===== config.mk =====
export PLATFORM = sky130hd
export DESIGN_NAME = alu_seq
export DESIGN_NICKNAME = d
export VERILOG_FILES = /design/src/rtl/alu_seq.sv
export SDC_FILE = /design/constraint.sdc
export NUM_CORES = 1
export LEC_CHECK = 0
export CAP_MARGIN = 20
export CORE_UTILIZATION = 31
export CTS_CLUSTER_DIAMETER = 150
export DETAILED_ROUTE_END_ITERATION = 10
export PLACE_DENSITY = 0.52
export SETUP_SLACK_MARGIN = 0.1
export SYNTH_ARGS = -nofsm -noshare
export SYNTH_HDL_FRONTEND = slang
export SYNTH_SLANG_ARGS = --single-unit

===== constraint.sdc =====
create_clock -name clk -period 8.5 [get_ports clk]
set_input_delay 2.125 -clock clk [delete_from_list [all_inputs] [get_ports clk]]
set_output_delay 2.125 -clock clk [all_outputs]
set_load 0.03 [all_outputs]

===== src/rtl/alu_seq.sv =====
// alu_seq: handshaked sequential ALU with a shared ripple adder and a shift-add multiplier
module alu_seq #(
    parameter int MUL_EN = 1
) (
    input  logic       clk,
    input  logic       rst,
    input  logic       in_valid,
    output logic       in_ready,
    input  logic [3:0] A,
    input  logic [3:0] B,
    input  logic [3:0] Op,
    output logic       out_valid,
    input  logic       out_ready,
    output logic [7:0] R,
    output logic       Carry,
    output logic       V,
    output logic       Err
);
    typedef enum logic [1:0] {IDLE, EXEC, MUL, DONE} state_t;

    state_t     state, state_nx;
    logic [3:0] a_r, b_r, op_r, hi, lo;
    logic [1:0] cnt;
    logic [3:0] ax, ay, s, hs;
    logic       cin, c3, c4, hc;
    logic       accept, is_alu, is_mul, sub, is_add, is_lt, is_gt;
    logic       ov, lt;
    logic [7:0] r_exec;

    assign in_ready  = (state == IDLE) && !rst;
    assign out_valid = (state == DONE);
    assign accept    = in_valid && in_ready;
    assign is_alu    = (Op == 4'b0010) || (Op == 4'b0110) || (Op == 4'b0111) || (Op == 4'b1111);
    assign is_mul    = (Op == 4'b1000) && (MUL_EN != 0);

    assign is_add = (op_r == 4'b0010);
    assign is_lt  = (op_r == 4'b0111);
    assign is_gt  = (op_r == 4'b1111);
    assign sub    = !is_add;

    // The single adder: multiply accumulates hi + A, otherwise A + (B or ~B) + cin
    assign ax  = (state == MUL) ? hi : a_r;
    assign ay  = (state == MUL) ? a_r : (sub ? ~b_r : b_r);
    assign cin = (state != MUL) && sub;

    // Ripple-carry chain, also exposing the carry into bit 3 for overflow
    always_comb begin
        logic c;
        c  = cin;
        c3 = 1'b0;
        s  = 4'd0;
        for (int i = 0; i < 4; i++) begin
            if (i == 3) c3 = c;
            s[i] = ax[i] ^ ay[i] ^ c;
            c    = (ax[i] & ay[i]) | (c & (ax[i] ^ ay[i]));
        end
        c4 = c;
    end

    assign ov     = c3 ^ c4;
    assign lt     = s[3] ^ ov;
    assign r_exec = is_lt ? {7'd0, lt} : is_gt ? {7'd0, ~lt & (s != 4'd0)} : {4'd0, s};
    assign hs     = lo[0] ? s : hi;
    assign hc     = lo[0] & c4;

    // State register
    always_ff @(posedge clk) begin
        if (rst) state <= IDLE;
        else     state <= state_nx;
    end

    // Next-state selection
    always_comb begin
        state_nx = state;
        case (state)
            IDLE: if (accept) state_nx = is_mul ? MUL : is_alu ? EXEC : DONE;
            EXEC: state_nx = DONE;
            MUL:  if (cnt == 2'd3) state_nx = DONE;
            DONE: if (out_ready) state_nx = IDLE;
            default: state_nx = IDLE;
        endcase
    end

    // Operand capture, multiply iteration and result/flag registers
    always_ff @(posedge clk) begin
        if (rst) begin
            R     <= 8'd0;
            Carry <= 1'b0;
            V     <= 1'b0;
            Err   <= 1'b0;
            cnt   <= 2'd0;
        end else begin
            if (accept) begin
                a_r  <= A;
                b_r  <= B;
                op_r <= Op;
                hi   <= 4'd0;
                lo   <= B;
                cnt  <= 2'd0;
                if (!is_alu && !is_mul) begin
                    R     <= 8'd0;
                    Carry <= 1'b0;
                    V     <= 1'b0;
                    Err   <= 1'b1;
                end
            end
            if (state == EXEC) begin
                R     <= r_exec;
                Carry <= (is_lt || is_gt) ? 1'b0 : c4;
                V     <= (is_lt || is_gt) ? 1'b0 : ov;
                Err   <= 1'b0;
            end
            if (state == MUL) begin
                hi  <= {hc, hs[3:1]};
                lo  <= {hs[0], lo[3:1]};
                cnt <= cnt + 2'd1;
                if (cnt == 2'd3) begin
                    R     <= {hc, hs[3:1], hs[0], lo[3:1]};
                    Carry <= 1'b0;
                    V     <= 1'b0;
                    Err   <= 1'b0;
                end
            end
        end
    end
endmodule


==> results.py, run 1 <==
metrics = {
    "global_routing": {
        "antenna_found_initial": 0,
        "grt_first_pass_wirelength_mm": 6.59,
        "globalRoute.totalOverflow": 0,
        "via_count_of_the_first_global_routing_pass": 1338,
        "globalRouteTotalUtil_pct": 14.1,
        "grt_max_degree": 30,
    },
    "logic_synthesis": {
        "synthTopCellsByArea": "edfxtp_1 (33%), dfxtp_1 (16%), fa_1 (5.5%)",
        "largest_area_contributor_in_the_synthesized_netlist": "edfxtp_1",
        "synth_async_sr_flop_share_pct": 0,
        "synth_simple_gate_area_share_pct": 16.0,
        "synth.ff_latch_count": 35,
        "syn-mean-instance-area_um2": 11.5,
        "post_synth_xor_area_fraction_pct": 2.88,
        "synth-edff-count": 20,
        "yosysWarningCount": 0,
        "fraction_of_the_mapped_netlist_area_in_compound_gates_pct": 10.7,
        "ys_seq_area_share_pct": 49.3,
        "post-synth-top-area-fraction_pct": 32.9,
        "synth_top_family_by_area": "simple AND/OR/NAND/NOR gates",
        "syn-num-nets": 186,
        "synth_adder_area_share_pct": 9.60,
        "post_synth_num_cell_types": 41,
        "ys_dominant_reg_cell": "edfxtp_1",
        "synthesis.area_um2": 1830,
        "post_synth_mux_area_share_pct": 6.85,
        "netlist_instances": 159,
    },
    "clocking": {
        "cts_tree": "done",
        "tritoncts_num_sinks": 35,
        "cts_buffer_depth": 2,
        "post-cts-setup-buffers": 0,
        "clk_pin_slew_ns": 0.07,
        "htree_levels": 2,
        "library_cell_used_as_clock_root_buffer": "clkbuf_8",
        "cts_buffers": 5,
        "clk-insertion-delay-late_ns": 0.29,
        "hold_buffers": 0,
        "post_cts_resized": 0,
    },
    "sta": {
        "unrepaired_setup_endpoints_after_global_routing": "no",
        "worst-slew-pin-transition_ns": 0.718,
        "tightest_slew_margin_relative_to_the_limit_pct": 52.0,
        "fin_crit_sh_pct": 70.2,
        "clock-skew-final_ns": 0.00624,
        "total_negative_slack_for_setup_checks_ns": 0,
        "final_period_minus_worst_setup_slack_ns": 5.97,
        "report.final.hold_viol_count": 0,
        "layout_setup_ws_ns": 2.53,
        "setup_viol": 0,
        "timing.fmax_mhz": 168,
        "final_max_slew_viol_count": 0,
    },
    "floorplan": {
        "fp.dieArea_um2": 6200,
        "floorplan.io_pins": 29,
        "die_x_um": 78.7,
        "initial_utilization_pct": 32.7,
        "rows": 27,
        "placeable_core_region_um2": 5570,
        "die_y_um": 78.7,
    },
    "routing": {
        "remaining_drc_errors": 0,
        "wl_met3_um": 116,
        "detail_route.vias_per_cell": 4.97,
        "wl_met1_mm": 1.81,
        "drtIter0Drc": 91,
        "finalWirelength_mm": 3.94,
        "wl_met2_mm": 1.98,
        "via_count": 1292,
        "avgRoutedWirePerCell_um": 15.2,
        "detail_route.first_pass.iterations": 4,
        "ant_nets": 0,
        "top_layer": "met4",
    },
    "status": {
        "outcome": "finished, final reports clean",
    },
    "critical_path": {
        "cpMaxStageDelayCell": "clkdlybuf4s50_1",
        "path_common_cell": "clkdlybuf4s50_1",
        "timing.critical_path.cells": "clkdlybuf4s50_1 > nor2b_1 > clkdlybuf4s50_1",
        "path_max_fanout": 18,
        "worst-setup-path-type": "in -> out",
        "timing.critical_path.from": "rst",
        "critical_path.endpoint_type": "output pin",
        "required_time_of_the_critical_path_ns": 6.38,
        "worst_stage_delay_on_the_critical_path_ns": 0.78,
        "critical_path_arrival_ns": 3.84,
        "critical_path.reg2reg.startpoint": "op_r[3]",
        "setup.worst_path.start_class": "input port",
    },
    "power_and_ir_drop": {
        "p_sw_mw": 0.231,
        "power_per_standard_cell_area_nw_per_um2": 275,
        "power_switching_share_pct": 37.4,
        "clock_power_share_pct": 19.0,
        "design_power_total_mw": 0.617,
        "seq_power_share_pct": 37.9,
        "ir_drop_mv": 0.118,
        "power_report.internal_total_mw": 0.386,
        "power.share.combinational_pct": 43.1,
        "power.static_leakage_nw": 0.806,
    },
    "hold_path": {
        "worst_hold_path_type": "reg -> reg",
        "hold_path_startpoint": "Err",
    },
    "run": {
        "max_cap_violations": 0,
    },
    "place": {
        "post-dp-hpwl_mm": 2.97,
        "gp_routability_congestion": 0.773,
        "pre_cts_slack_ns": 2.56,
        "placed_cell_areas_um2": 2160,
        "portBuffers": 28,
        "post-place-cells": 252,
    },
    "finish": {
        "fillCellCount": 537,
        "fin_nets": 214,
        "post-route-cell-area_um2": 2240,
        "area_growth_syn_to_layout_pct": 22.6,
        "most_frequent_standard_cell_in_the_layout_excluding_fill_and_tap_cells": "clkdlybuf4s50_1",
        "post_route_cells_drive_above_1_share_pct": 7.98,
        "antennaDiodeCount": 0,
        "final-instance-count-excl-fill": 260,
        "layout_common_cells": "clkdlybuf4s50_1 (28), edfxtp_1 (20), dfxtp_1 (15)",
    },
}
==> through the flow <==
step | util, % | hold WS (ns)
2_1_floorplan | - | 0.467
3_3_place_gp | 38.7 | 0.466
3_5_place_dp | 38.7 | 0.472
4_1_cts | 40.2 | 0.482
5_1_grt | 40.2 | 0.505
6_report | 40.2 | 0.476
==> layout make-up <==
class	instances	area, um^2	area share [%]
repair buffers	29	288	12.9
inverters	10	37.5	1.68
multi-input cells	106	841	37.6
clock buffers	6	72.6	3.24
well taps	72	90.1	4.02
flip-flops and latches	35	901	40.2
clock inverters	2	8.76	0.391
==> sequential cells by signal (all words and copies together) (netlist names) <==
signal	flops
Err	1
a_r	4
state	2
V	1
b_r	4
cnt	2
lo	4
hi	4
op_r	4
R	8
Carry	1
==> layer usage <==
metal / GRT usage (%) / up-vias
met4: 3.89 / 0
met5: 0 / -
met1: 17.4 / 633
li1: - / 632
met2: 24.3 / 22
met3: 3.45 / 5
==> path summary, 6_finish.rpt <==
kind / to / slack [ns] / depth (start not counted)
setup / recovery: in_ready / 2.53 / 3
hold / removal: Err / 0.48 / 2
setup reg to reg: R[0] / 4.69 / 13
hold reg to reg: Err / 0.48 / 2
==> synth_stat cells (2+ instances only) <==
master and count:
clkbuf_1 5, nor2b_1 3, dfxtp_1 15, mux2_2 2, mux2_1 2, fa_1 5, nand2_1 8, a32oi_1 2
ha_1 6, xnor2_1 2, a21oi_1 12, nor2_1 13, nor3_1 2, a311oi_1 3, and2_1 2, nand3_1 5
xor2_1 4, nand2b_1 6, edfxtp_1 20, nand4_1 5, buf_6 2, mux2i_1 8, inv_1 9
==> power groups by stage <==
stage,clock network (mW),registers (mW),logic [mW]
4_1_cts,0.119,0.234,0.267
2_1_floorplan,0,0.249,0.174
6_report,0.117,0.234,0.266
3_3_place_gp,0,0.237,0.259
3_5_place_dp,0,0.238,0.265
5_1_grt,0.124,0.238,0.291
==> kinds of logic after synthesis <==
group                      after synthesis
xor gates and xnor gates                 6
DFF                                     35
and+or+nand+nor                         50
adders and majority gates               11
muxes                                   12
buffers and inverters                   18
AOI/OAI and AO/OA                       27
==> critical path: cells and delay by family <==
kind                   cells  cell delay, ns
buffers and inverters      2            1.47
AND/OR/NAND/NOR            1            0.24
(Power assumes the default switching activity.)
==> run 2, diff against run 1 <==
Clock period 8.5 ns to 5.7 ns, I/O delays scaled along.
==> run 2 against run 1 <==
Net effect:
- register-to-register slack worse by 2.8 ns
- count of clock-buffer cells in the layout fell by 1
- total power grew 64%
- global-route usage down 0.99 points
- core utilization rose by 0.99 points
- non-clock buffer count unchanged
- via count grew 0.23%
- cell area grew 2.5%
- largest cell class unchanged
- setup slack got worse by 1.4 ns
- largest power group unchanged
- first-iteration DRC count down 35%
==> results.py, run 2 (synthesized netlist as in run 1, its figures left out) <==
metrics = {
    "finish": {
        "post_route_cells_drive_above_1_share_pct": 9.04,
        "antennaDiodeCount": 0,
        "fin_nets": 214,
        "largest_register_ff_count": 8,
        "fillCellCount": 547,
        "largest_register": "R",
        "most_frequent_standard_cell_in_the_layout_excluding_fill_and_tap_cells": "clkdlybuf4s50_1",
        "area_growth_syn_to_layout_pct": 25.6,
        "final-seq-area_um2": 901,
        "final-instance-count-excl-fill": 260,
        "layout_common_cells": "clkdlybuf4s50_1 (28), edfxtp_1 (20), dfxtp_1 (15)",
        "multiInputGateArea_um2": 841,
    },
    "sta": {
        "finalHoldWorstSlack_ns": 0.479,
        "total_negative_slack_for_setup_checks_ns": 0,
        "clock-skew-final_ns": 0.00464,
        "tightest_slew_margin_relative_to_the_limit_pct": 53.2,
        "unrepaired_setup_endpoints_after_global_routing": "no",
        "report.final.hold_viol_count": 0,
        "final_max_slew_viol_count": 0,
        "final_period_minus_worst_setup_slack_ns": 4.57,
        "timing.fmax_mhz": 219,
        "fin_crit_sh_pct": 80.1,
        "setup_viol": 0,
        "worst-slew-pin-transition_ns": 0.700,
    },
    "routing": {
        "finalWirelength_mm": 3.82,
        "drtIter0Drc": 59,
        "remaining_drc_errors": 0,
        "detail_route.first_pass.iterations": 4,
        "detail_route.vias_per_cell": 4.98,
        "via_count": 1295,
        "avgRoutedWirePerCell_um": 14.7,
        "ant_nets": 0,
    },
    "place": {
        "gp_routability_congestion": 0.794,
        "post-place-cells": 252,
        "portBuffers": 28,
        "post-dp-hpwl_mm": 2.90,
    },
    "floorplan": {
        "die_y_um": 78.7,
        "initial_utilization_pct": 32.7,
        "die_x_um": 78.7,
        "rows": 27,
        "floorplan.io_pins": 29,
        "fp.dieArea_um2": 6200,
        "placeable_core_region_um2": 5570,
    },
    "critical_path": {
        "critical_path.endpoint_type": "output pin",
        "timing.critical_path.cells": "clkdlybuf4s50_1 > nor2b_1 > clkdlybuf4s50_1",
        "required_time_of_the_critical_path_ns": 4.28,
        "worst_path_dominant_cell_family": "buffers and inverters",
        "setup.worst_path.start_class": "input port",
        "worst-setup-path-type": "in -> out",
        "critPathBufInv": 2,
        "cpMaxStageDelayCell": "clkdlybuf4s50_1",
        "path_max_fanout": 18,
        "worst_stage_delay_on_the_critical_path_ns": 0.77,
        "path_common_cell": "clkdlybuf4s50_1",
        "critical_path_arrival_ns": 3.14,
    },
    "global_routing": {
        "globalRoute.totalOverflow": 0,
        "via_count_of_the_first_global_routing_pass": 1301,
        "grt_first_pass_wirelength_mm": 6.09,
        "grt_max_degree": 30,
        "globalRouteTotalUtil_pct": 13.1,
        "antenna_found_initial": 0,
    },
    "clocking": {
        "cts_buffers": 5,
        "post-cts-setup-buffers": 0,
        "hold_buffers": 0,
        "tritoncts_num_sinks": 35,
        "clk_pin_slew_ns": 0.07,
        "library_cell_used_as_clock_root_buffer": "clkbuf_8",
        "cts_buffer_depth": 2,
        "cts_tree": "done",
        "post_cts_resized": 0,
        "clk-insertion-delay-late_ns": 0.28,
        "htree_levels": 2,
    },
    "power_and_ir_drop": {
        "power_per_standard_cell_area_nw_per_um2": 440,
        "ir_drop_mv": 0.178,
        "design_power_total_mw": 1.01,
        "power.static_leakage_nw": 0.827,
    },
    "hold_path": {
        "worst_hold_path_type": "reg -> reg",
    },
    "run": {
        "max_cap_violations": 0,
    },
    "status": {
        "outcome": "finished, final reports clean",
    },
}
[run 2: changes by cell type in the layout (fill, tap and decap cells not counted), sizes merged]
cell,change
clkbuf,-1
bufinv,+2
clkinv,-2
clkinvlp,+1
[run 2: metrics by stage]
| step | util, % | setup WS (ns) | cell area, um^2 |
|---|---|---|---|
| finish | 41.1 | 1.13 | 2290 |
| floorplan | - | 2.17 | 1830 |
| global placement | 38.7 | 1.18 | 2160 |
| detailed placement | 38.7 | 1.15 | 2160 |
| CTS | 41.1 | 1.13 | 2290 |
| global route | 41.1 | 1.08 | 2290 |
[run 2: metal layers]
metal / GRT usage, % / vias to the layer above / wire (um)
met5: 0 / - / 0
met4: 4.81 / 0 / 32
met3: 3.91 / 4 / 151
met2: 22.6 / 28 / 1920
met1: 15.3 / 636 / 1720
li1: - / 627 / -
[run 2: worst min-delay path: stages (launching register included)]
cell	delay [ns]
dfxtp_1	0.31
inv_1	0.06
a2111oi_2	0.05
[run 2: final cells by class]
type                    instances  share of cell area [%]
well taps                      72                    3.93
multi-input cells             106                    36.7
inverters                      10                    1.64
clock buffers                   5                    3.00
repair buffers                 29                    12.5
clock inverters                 3                    2.95
flip-flops and latches         35                    39.3
[run 2: power breakdown]
group | switching [mW] | internal (mW)
logic | 0.222 | 0.173
registers | 0.0294 | 0.318
clock network | 0.0926 | 0.174
total | 0.344 | 0.666
[run 2: final timing paths]
path	slack (ns)	cells after the start	from	to
min	0.48	2	Err	Err
min reg2reg	0.48	2	Err	Err
max	1.13	3	rst	in_ready
max reg2reg	1.93	13	op_r[3]	R[0]
==> run 3, diff against run 2 <==
Clock period 5.7 ns to 4.5 ns, I/O delays scaled along.
==> run 3 against run 2 <==
Net effect:
- largest power group unchanged
- routed wire length up 5.6%
- total power up 16%
- register-to-register slack worse by 1.1 ns
- hold slack lost 0.0060 ns
- core utilization shrank 0.88 points
- sequential cell count did not move
==> results.py, run 3 (synthesized netlist as in run 1, its figures left out) <==
metrics = {
    "power_and_ir_drop": {
        "power.static_leakage_nw": 0.807,
        "p_sw_mw": 0.433,
        "power_per_standard_cell_area_nw_per_um2": 520,
        "seq_power_share_pct": 38.1,
        "clock_power_share_pct": 19.0,
        "power_report.internal_total_mw": 0.733,
        "power.share.combinational_pct": 42.9,
        "ir_drop_mv": 0.184,
        "power_switching_share_pct": 37.1,
    },
    "clocking": {
        "cts_buffers": 5,
        "hold_buffers": 0,
        "post-cts-setup-buffers": 0,
        "post_cts_resized": 0,
        "htree_levels": 2,
        "tritoncts_num_sinks": 35,
        "library_cell_used_as_clock_root_buffer": "clkbuf_8",
        "clk_pin_slew_ns": 0.07,
        "cts_buffer_depth": 2,
        "clk-insertion-delay-late_ns": 0.29,
        "cts_tree": "done",
    },
    "finish": {
        "most_frequent_standard_cell_in_the_layout_excluding_fill_and_tap_cells": "clkdlybuf4s50_1",
        "antennaDiodeCount": 0,
        "largest_register": "R",
        "post-route-cell-area_um2": 2240,
        "area_growth_syn_to_layout_pct": 23.0,
        "largest_register_ff_count": 8,
        "fin_nets": 215,
        "layout_common_cells": "clkdlybuf4s50_1 (28), edfxtp_1 (20), dfxtp_1 (15)",
        "final-instance-count-excl-fill": 261,
        "post_route_cells_drive_above_1_share_pct": 7.94,
        "postLayoutCoreUtil_pct": 40.3,
    },
    "hold_path": {
        "holdPathStages": 2,
        "hold_path_startpoint": "R[6]",
        "worst_hold_path_type": "reg -> reg",
        "worstHoldEndpoint": "R[6]",
    },
    "critical_path": {
        "worst_path_dominant_cell_family": "adder cells",
        "rr_endpoint": "R[0]",
        "setup.worst_path.start_class": "flop",
        "reg2reg_depth": 12,
        "required_time_of_the_critical_path_ns": 4.65,
        "path_common_cell": "fa_1",
        "cpMaxStageDelayCell": "fa_1",
        "worst-setup-path-type": "reg -> reg",
        "critPathBufInv": 2,
        "critical_path_arrival_ns": 3.80,
        "path_max_fanout": 14,
        "critical_path.endpoint_type": "flop",
        "worst-r2r-setup-slack_ns": 0.85,
        "critical_path.reg2reg.startpoint": "state[0]",
        "worst_stage_delay_on_the_critical_path_ns": 0.46,
        "timing.critical_path.cells": "inv_1 > ha_1 > or2_2 > fa_1 > fa_1 > fa_1 > inv_1 > fa_1 > nor2b_1 > nand4_1 > o211ai_1 > a311oi_1",
    },
    "routing": {
        "avgRoutedWirePerCell_um": 15.5,
        "wl_met1_mm": 1.82,
        "wl_met2_mm": 2.03,
        "remaining_drc_errors": 0,
        "finalWirelength_mm": 4.04,
        "ant_nets": 0,
        "via_count": 1287,
        "detail_route.vias_per_cell": 4.93,
        "wl_met3_um": 134,
        "detail_route.first_pass.iterations": 4,
        "top_layer": "met4",
        "drtIter0Drc": 107,
    },
    "floorplan": {
        "initial_utilization_pct": 32.7,
        "floorplan.io_pins": 29,
        "placeable_core_region_um2": 5570,
        "rows": 27,
        "fp.dieArea_um2": 6200,
        "die_x_um": 78.7,
        "die_y_um": 78.7,
    },
    "sta": {
        "final_max_slew_viol_count": 0,
        "total_negative_slack_for_setup_checks_ns": 0,
        "timing.fmax_mhz": 274,
        "tightest_slew_margin_relative_to_the_limit_pct": 45.9,
        "report.final.hold_viol_count": 0,
        "worst-slew-pin-transition_ns": 0.809,
        "clock-skew-final_ns": 0.00731,
        "final_period_minus_worst_setup_slack_ns": 3.65,
        "fin_crit_sh_pct": 81.0,
        "unrepaired_setup_endpoints_after_global_routing": "no",
        "setup_viol": 0,
    },
    "run": {
        "max_cap_violations": 0,
    },
    "place": {
        "placed_cell_areas_um2": 2160,
        "post-dp-hpwl_mm": 3.06,
        "post-place-cells": 253,
        "gp_routability_congestion": 0.762,
        "portBuffers": 28,
    },
    "status": {
        "outcome": "finished, final reports clean",
    },
    "global_routing": {
        "globalRoute.totalOverflow": 0,
        "via_count_of_the_first_global_routing_pass": 1358,
        "grt_first_pass_wirelength_mm": 6.93,
        "antenna_found_initial": 0,
        "globalRouteTotalUtil_pct": 14.9,
        "grt_max_degree": 18,
    },
}
[run 3: tightest hold or removal path: cells and delay by family, from the launching register on]
| kind | cells | cell delay (ns) |
|---|---|---|
| AO/OA/AOI/OAI | 1 | 0.06 |
| flip-flops | 1 | 0.31 |
| AND/OR/NAND/NOR | 1 | 0.06 |
[run 3: area by class of cell]
class / count / area, um^2
Fill cell: 541 / 3330
Timing Repair Buffer: 30 / 295
Clock buffer: 8 / 80.1
Multi-Input combinational cell: 106 / 841
Sequential cell: 35 / 901
Inverter: 10 / 37.5
Tap cell: 72 / 90.1
[run 3: per-stage QoR]
| step | total power, mW | hold WS (ns) | setup WS [ns] |
|---|---|---|---|
| finish | 1.17 | 0.473 | 0.853 |
| detailed placement | 0.953 | 0.466 | 0.901 |
| floorplan | 0.798 | 0.467 | 0.966 |
| CTS | 1.18 | 0.475 | 0.853 |
| global route | 1.25 | 0.495 | 0.597 |
| global placement | 0.946 | 0.462 | 0.949 |
[run 3: worst max path at each step]
stage | from | end | slack (ns) | depth (start not counted)
5_1_grt | op_r[3] | R[0] | 0.60 | 13
6_report | state[0] | R[0] | 0.85 | 12
2_1_floorplan | state[0] | R[0] | 0.97 | 14
3_3_place_gp | op_r[3] | R[0] | 0.95 | 13
4_1_cts | state[0] | R[0] | 0.85 | 12
3_5_place_dp | op_r[3] | R[0] | 0.90 | 13
[run 3: layer usage]
layer / GRT usage (%) / vias to the layer above
met3: 3.56 / 5
li1: - / 626
met1: 18.9 / 630
met4: 4.44 / 0
met2: 25.0 / 26
met5: 0 / -
[run 3: power groups by stage]
stage | clock network, mW | registers (mW) | logic (mW)
finish | 0.222 | 0.444 | 0.501
global placement | 0 | 0.451 | 0.495
detailed placement | 0 | 0.451 | 0.502
floorplan | 0 | 0.470 | 0.328
CTS | 0.227 | 0.444 | 0.506
global route | 0.242 | 0.451 | 0.557
